===== src/rtl/item_pack.sv =====
// item_pack: shared constants and the one-hot port vector type for the switch register file
package item_pack;
  localparam int NUM_PORTS = 4;
  localparam int DATA_W = 8;
  typedef logic [NUM_PORTS-1:0] port_vec_t;
endpackage


===== src/rtl/switch_addr_match.sv =====
// switch_addr_match: compares a destination address against every valid port address, keeps the lowest-index hit
module switch_addr_match
  import item_pack::*;
#(
  parameter int NUM_PORTS = item_pack::NUM_PORTS,
  parameter int DATA_W = item_pack::DATA_W
) (
  input  logic [NUM_PORTS-1:0][DATA_W-1:0] port_addr,
  input  logic [NUM_PORTS-1:0]             addr_valid,
  input  logic [DATA_W-1:0]                lookup_da,
  output logic [NUM_PORTS-1:0]             hit,
  output logic                             no_hit
);
  logic found;
  // walk upward so the first valid match wins and later ones are masked
  always_comb begin
    hit = '0;
    found = 1'b0;
    for (int i = 0; i < NUM_PORTS; i++) begin
      if (!found && addr_valid[i] && port_addr[i] == lookup_da) begin
        hit[i] = 1'b1;
        found = 1'b1;
      end
    end
    no_hit = !found;
  end
endmodule


===== src/rtl/switch_mem_regfile.sv =====
// switch_mem_regfile: port-address register file with a one-cycle lookup path; SWITCH_MEM_CONFLICT_EN adds a duplicate-address flag
module switch_mem_regfile
  import item_pack::*;
#(
  parameter int NUM_PORTS = item_pack::NUM_PORTS,
  parameter int DATA_W = item_pack::DATA_W
) (
  input  logic                 clock,
  input  logic                 reset_n,
  input  logic [DATA_W-1:0]    mem_data,
  input  logic [1:0]           mem_add,
  input  logic                 mem_en,
  input  logic                 mem_rd_wr,
  output logic [DATA_W-1:0]    rd_data,
  output logic                 rd_valid,
  input  logic                 lookup_valid,
  input  logic [DATA_W-1:0]    lookup_da,
  output logic                 match_valid,
  output logic [NUM_PORTS-1:0] match_port,
  output logic                 miss,
  output logic                 conflict
);
  logic [NUM_PORTS-1:0][DATA_W-1:0] port_addr;
  logic [NUM_PORTS-1:0]             addr_valid;
  logic [DATA_W-1:0]                rd_sel;
  logic [NUM_PORTS-1:0]             hit;
  logic                             no_hit;
  logic                             wr_en;
  logic                             rd_en;
  assign wr_en = mem_en && mem_rd_wr;
  assign rd_en = mem_en && !mem_rd_wr;
  // register writes; an out-of-range index simply matches no register
  always_ff @(posedge clock or negedge reset_n) begin
    if (!reset_n) begin
      port_addr <= '0;
      addr_valid <= '0;
    end else if (wr_en) begin
      for (int i = 0; i < NUM_PORTS; i++) begin
        if (int'(mem_add) == i) begin
          port_addr[i] <= mem_data;
          addr_valid[i] <= 1'b1;
        end
      end
    end
  end
  // read mux over the current register contents
  always_comb begin
    rd_sel = '0;
    for (int i = 0; i < NUM_PORTS; i++) rd_sel = (int'(mem_add) == i) ? port_addr[i] : rd_sel;
  end
  // read response: rd_valid pulses one cycle, rd_data holds between reads
  always_ff @(posedge clock or negedge reset_n) begin
    if (!reset_n) begin
      rd_data <= '0;
      rd_valid <= 1'b0;
    end else begin
      rd_valid <= rd_en;
      rd_data <= rd_en ? rd_sel : rd_data;
    end
  end
  switch_addr_match #(.NUM_PORTS(NUM_PORTS), .DATA_W(DATA_W)) u_match (
    .port_addr (port_addr),
    .addr_valid(addr_valid),
    .lookup_da (lookup_da),
    .hit       (hit),
    .no_hit    (no_hit)
  );
  // lookup result registered from pre-write contents; qualifiers force zeros when idle
  always_ff @(posedge clock or negedge reset_n) begin
    if (!reset_n) begin
      match_valid <= 1'b0;
      match_port <= '0;
      miss <= 1'b0;
    end else begin
      match_valid <= lookup_valid;
      match_port <= lookup_valid ? hit : '0;
      miss <= lookup_valid && no_hit;
    end
  end
`ifdef SWITCH_MEM_CONFLICT_EN
  logic dup;
  // any pair of valid registers holding the same address
  always_comb begin
    dup = 1'b0;
    for (int i = 0; i < NUM_PORTS; i++)
      for (int j = i + 1; j < NUM_PORTS; j++)
        dup = dup || (addr_valid[i] && addr_valid[j] && port_addr[i] == port_addr[j]);
  end
  // flag lags the register state by one cycle
  always_ff @(posedge clock or negedge reset_n) begin
    if (!reset_n) conflict <= 1'b0;
    else conflict <= dup;
  end
`else
  assign conflict = 1'b0;
`endif
endmodule


===== config.mk =====
export PLATFORM = sky130hd
export DESIGN_NAME = switch_mem_regfile
export DESIGN_NICKNAME = d
export VERILOG_FILES = /design/src/rtl/item_pack.sv /design/src/rtl/switch_addr_match.sv /design/src/rtl/switch_mem_regfile.sv
export SDC_FILE = /design/constraint.sdc
export NUM_CORES = 1
export LEC_CHECK = 0
export BUFFER_PORTS_ARGS = -buffer_cell sky130_fd_sc_hd__buf_2
export CORE_MARGIN = 2
export CORE_UTILIZATION = 53
export CTS_BUF_LIST = sky130_fd_sc_hd__clkbuf_2
export DETAILED_ROUTE_END_ITERATION = 8
export PLACE_DENSITY = 0.78
export SLEW_MARGIN = 20
export SYNTH_ARGS = -nofsm -noshare
export SYNTH_HDL_FRONTEND = slang
export SYNTH_SLANG_ARGS = --single-unit
export TNS_END_PERCENT = 20

===== constraint.sdc =====
create_clock -name clock -period 1.2 [get_ports clock]
set_input_delay 0.06 -clock clock [delete_from_list [all_inputs] [get_ports clock]]
set_output_delay 0.06 -clock clock [all_outputs]
set_load 0.01 [all_outputs]

Yosys cells after proc, flatten, opt, wreduce, memory -nomap -nowiden
Cells that the tools add are included.
{"block": "op_classes", "addsub": 0, "multipliers": 0, "n_div": 0, "n_lt_le_gt_ge": 0, "n_eq_ne": 7, "shifts": 0, "muxes": 12, "bitwise_logic": 0, "n_reduce_logical": 20}
{"operator": "8-bit equality test", "n": 4}
{"operator": "8-bit two-way mux", "n": 4}
{"operator": "1-bit logical AND", "n": 10}
{"operator": "2-bit AND reduction", "n": 4}
{"operator": "1-bit two-way mux", "n": 7}
{"operator": "1-bit logical NOT", "n": 5}
{"operator": "2-bit equality test (second input constant)", "n": 2}
{"operator": "4-bit two-way mux", "n": 1}
{"operator": "2-bit by 1-bit equality test with 1-bit output (second input constant)", "n": 1}
{"operator": "2-bit logical NOT", "n": 1}
{"block": "word_totals", "reg_bits": 51, "latchBits": 0, "ram_bits": 0, "mem_bits_ro": 0, "input_bits": 23, "out_inout_bits": 16, "word_cells": 52, "n_memories": 0}

Longest topological paths before layout
{"block": "logic_depth", "depth_word": 17, "depth_mapped": 5, "depth_no_buf": 4}

Cells and area by module
A second synthesis with hierarchy kept.
{"block": "unflattened", "cells_unflattened": 171, "area_unflattened_um2": 2542.4}
{"module": "switch_mem_regfile", "instances": 1, "cells_per_inst": 119, "area_each_um2": 2092.0, "seq_area_each_um2": 1276.2}
{"module": "switch_addr_match", "instances": 1, "cells_per_inst": 52, "area_each_um2": 450.4, "seq_area_each_um2": 0.0}

Least setup slack after synthesis
OpenSTA, ideal clock, no wires.
{"block": "synth_timing", "path_type": "register -> register", "startpoint": "reg port_addr[16] (netlist bit)", "endpoint": "reg rd_data[0]", "setup_ns": 0.125, "arrival_ns": 1.109, "required_time_ns": 1.075, "setup_slack_ns": -0.034, "path_stages_with_launch": 3, "path_buffers": 0, "synth_period_minus_slack_ns": 1.234, "cell_sequence": "dfrtp_1 -> mux4_1 -> mux2_2"}
{"block": "synth_via", "elab_chain_cells": 2}
{"item": "start, declared", "line_no": "switch_mem_regfile.sv:23", "rtl": "logic [NUM_PORTS-1:0][DATA_W-1:0] port_addr;"}
{"item": "start signal, assigned by index", "line_no": "switch_mem_regfile.sv:40", "rtl": "port_addr[i] <= mem_data;"}
{"item": "8-bit two-way mux (2 in a row)", "line_no": "switch_mem_regfile.sv:49", "rtl": "for (int i = 0; i < NUM_PORTS; i++) rd_sel = (int'(mem_add) == i) ? port_addr[i] : rd_sel;"}
{"item": "end signal, assigned", "line_no": "switch_mem_regfile.sv:58", "rtl": "rd_data <= rd_en ? rd_sel : rd_data;"}
{"item": "end, declared", "line_no": "switch_mem_regfile.sv:14", "rtl": "output logic [DATA_W-1:0] rd_data,"}
No other way between the ends.
A chain may end at the register's enable or synchronous reset.

Worst setup path in the final report
{"block": "layout_timing", "startpoint": "reg port_addr[20] (netlist bit)", "endpoint": "reg rd_data[4]"}
Same word-level chain as after synthesis.

==> impl_metrics.csv <==
group,metric,value,unit
floorplanning,core_area,0.00441,mm2
global_route,antenna_found_initial,0,
placement,place_ws,-0.186,ns
clock_network,insertion_delay,0.44,ns
timing,finClkSkew,0.0152,ns
final_layout,drive_gt1_share,53.9,%
setup_path,crit_chain,"buf_6 > mux4_2 > mux2_4",
detailed_routing,wl_per_cell,18.3,um
final_layout,fin_nets,265,
global_route,grt_max_degree,52,
detailed_routing,avgViaCountPerCell,5.54,
clock_network,cts_root_buffer,"clkbuf_2",
detailed_routing,drtPass1Iterations,4,
setup_path,rr_worst_depth,3,
floorplanning,ios,39,
hold_path,worstHoldEndpoint,"match_port[0]",
synth,syn_area,0.00247,mm2
setup_path,critical_path_class,"flop to flop",
timing,slew_violations,0,
synth,post_synth_and_or_nand_nor_area_fraction,7.95,%
final_layout,layout_common_cells,"dfrtp_1, buf_2, mux2_2",
synth,syn_inst,169,
synth,synth_xor_area_share,11.3,%
power_and_ir_drop,comb_power_share,29.6,%
power_and_ir_drop,p_switching,1.40,mW
synth,synthMuxAreaShare,26.7,%
setup_path,cp-end-kind,"flop",
detailed_routing,vias,1633,
setup_path,arrival,1.75,ns
placement,hpwlAfterDp,3880,um
power_and_ir_drop,p_int,3.24,mW
final_layout,n_antenna_cell,0,
clock_network,cts_tree,"built",
global_route,overflow,0,
detailed_routing,route.detailed.drc,0,
setup_path,r2r_start,"port_addr[20]",
run_status,violations,"negative setup slack",
power_and_ir_drop,p_leak,1.39,nW
setup_path,worstPathBufferInverterCount,1,
final_layout,fillers,298,
timing,period_needed,1.38,ns
clock_network,clockBufferDepth,2,
global_route,grt_pass1_wl,8830,um
job,drv_cap,0,
synth,synth_adder_area_share,0,%
timing,hold_viol_final,0,
power_and_ir_drop,powerDensity,1490,mW/mm2
floorplanning,start_util,56.0,%
synth,synthDistinctLibCells,28,
power_and_ir_drop,power.share.clock,19.4,%
setup_path,crit_path_max_incr_delay,0.46,ns
power_and_ir_drop,total_power,4.63,mW
placement,gp_congestion,0.958,
synth,avgSynthCellArea,14.6,um2
power_and_ir_drop,switching_share,30.1,%
setup_path,cpMaxStageDelayCell,"dfrtp_1",
floorplanning,fp.dieH,72.3,um
clock_network,htree_num_levels,2,
hold_path,min_path_type,"primary input to flop",
synth,yosys_warnings,0,
timing,fmax,723,MHz
power_and_ir_drop,seq_power_share,51.0,%
timing,rsz0062_at_grt,"yes",
synth,synth_compound_area_share,0.507,%
setup_path,crit_family,"multiplexers",
synth,yosysSeqAreaShare,51.7,%
placement,io_buffers,37,
timing,setup_ws,-0.183,ns
run_status,outcome,"finished, violations left",
clock_network,clk_pin_slew,0.26,ns
timing,setup_tns,-1.41,ns
hold_path,hold_depth,4,
hold_path,min_from,"lookup_da[2]",
floorplanning,rows,24,
clock_network,cts.sinks,51,
synth,synthesis.nets,192,
timing,fin_crit_sh,115,%
detailed_routing,ant_nets,0,
setup_path,required,1.57,ns
global_route,grt_pass1_vias,1774,
setup_path,regToRegSetupSlack,-0.18,ns
detailed_routing,drt-total-wl,5400,um
setup_path,path_max_fanout,2,
synth,synth_top_family_by_area,"multiplexers",
floorplanning,die_w,72.3,um
power_and_ir_drop,ir_drop,751,uV
final_layout,final_common_cell,"dfrtp_1",
floorplanning,dieArea,0.00522,mm2
global_route,groute.usage.overall,22.8,%
final_layout,syn_to_final_growth,26.2,%
clock_network,cts_inserted_buffers,5,
synth,yosys_register_bits,51,
timing,setup_violations,13,
setup_path,r2r_end,"rd_data[4]",
setup_path,start_kind,"flop",
detailed_routing,drt_iter0_markers,120,
## power by group through the flow
stage	Combinational (mW)	Sequential [mW]	Clock, mW
final	1.37	2.36	0.899
after global routing	1.48	2.41	0.957
after CTS	1.32	2.36	0.895
after detailed placement	1.23	2.38	0
after global placement	1.20	2.35	0
after floorplan	0.779	2.36	0
## area by class of cell
| type | instances | area (um2) | area share (%) |
|---|---|---|---|
| Multi-Input combinational cell | 112 | 1220 | 39.3 |
| Timing Repair Buffer | 71 | 484 | 15.5 |
| Sequential cell | 51 | 1280 | 40.9 |
| Tap cell | 52 | 65.1 | 2.09 |
| Inverter | 1 | 3.75 | 0.120 |
| Clock buffer | 5 | 25.0 | 0.803 |
| Clock inverter | 3 | 38.8 | 1.24 |
## kinds of logic after synthesis
family	count (synthesis)
compound gates	1
buf+inv	6
simple gates	30
flops	51
other cells	1
mux	48
xor+xnor	32
## cell usage after synthesis
cell      instances  area, um2
dfrtp_1          51       1280
mux2_2           35        394
xnor2_1          25        219
xor2_1            7       61.3
mux2_4            5       75.1
mux4_2            5        113
nand2_1           4       15.0
nand4_1           4       25.0
mux4_1            3       78.8
nand2b_1          3       18.8
nand3_1           3       15.0
nor3_1            3       15.0
nor4_1            3       18.8
buf_2             2       10.0
buf_4             2       15.0
nor2b_1           2       12.5
buf_6             1       11.3
conb_1            1       3.75
inv_1             1       3.75
nand2_2           1       6.26
nand4_2           1       12.5
nand4b_2          1       15.0
nor2_1            1       3.75
nor3_4            1       16.3
nor3b_1           1       7.51
nor4b_1           1       8.76
o31ai_2           1       12.5
or2_2             1       6.26
## worst max path at each step
stage / startpoint / endpoint / slack, ns / depth (start not counted)
floorplan: port_addr[30] / rd_data[6] / -0.005 / 2
global placement: mem_add[0] / rd_data[7] / -0.14 / 3
detailed placement: port_addr[26] / match_port[3] / -0.19 / 4
CTS: port_addr[26] / miss / -0.16 / 4
global route: port_addr[26] / miss / -0.24 / 4
finish: port_addr[20] / rd_data[4] / -0.18 / 3
## flip-flops by register name, indices dropped and copies added (netlist names)
name / cells
match_valid: 1
rd_valid: 1
addr_valid: 4
match_port: 4
miss: 1
rd_data: 8
port_addr: 32
## timing repair
action | 4_1_cts | 5_1_grt
endpoints found under the hold margin | 90 | 0
hold buffers | 11 | 0
pin swaps | 3 | 1
setup endpoints to repair | 13 | 13
gates cloned | 0 | 0
setup buffers | 1 | 2
resized for setup | 9 | 5
## routing by layer
metal / vias up / global-route usage [%] / wire length [um]
met1: 826 / 29.9 / 2310
met4: 0 / 9.01 / 81
met2: 47 / 38.1 / 2750
li1: 750 / - / -
met5: - / 0 / 0
met3: 10 / 3.47 / 253
## through the flow
step                std cells  util, %  area (um2)  hold WS (ns)
global route              295     70.6        3120       0.00541
detailed placement        273     64.2        2840        0.0688
global placement          273     64.2        2840        0.0647
floorplan                 169        -        2460        -0.236
CTS                       293     69.7        3080        0.0210
finish                    295     70.6        3120        0.0224
## worst min-delay path: cells and delay by family
kind	cells	cell delay, ns
XOR/XNOR	1	0.10
buffers and inverters	1	0.15
AND/OR/NAND/NOR	2	0.16
(Power assumes the default switching activity.)
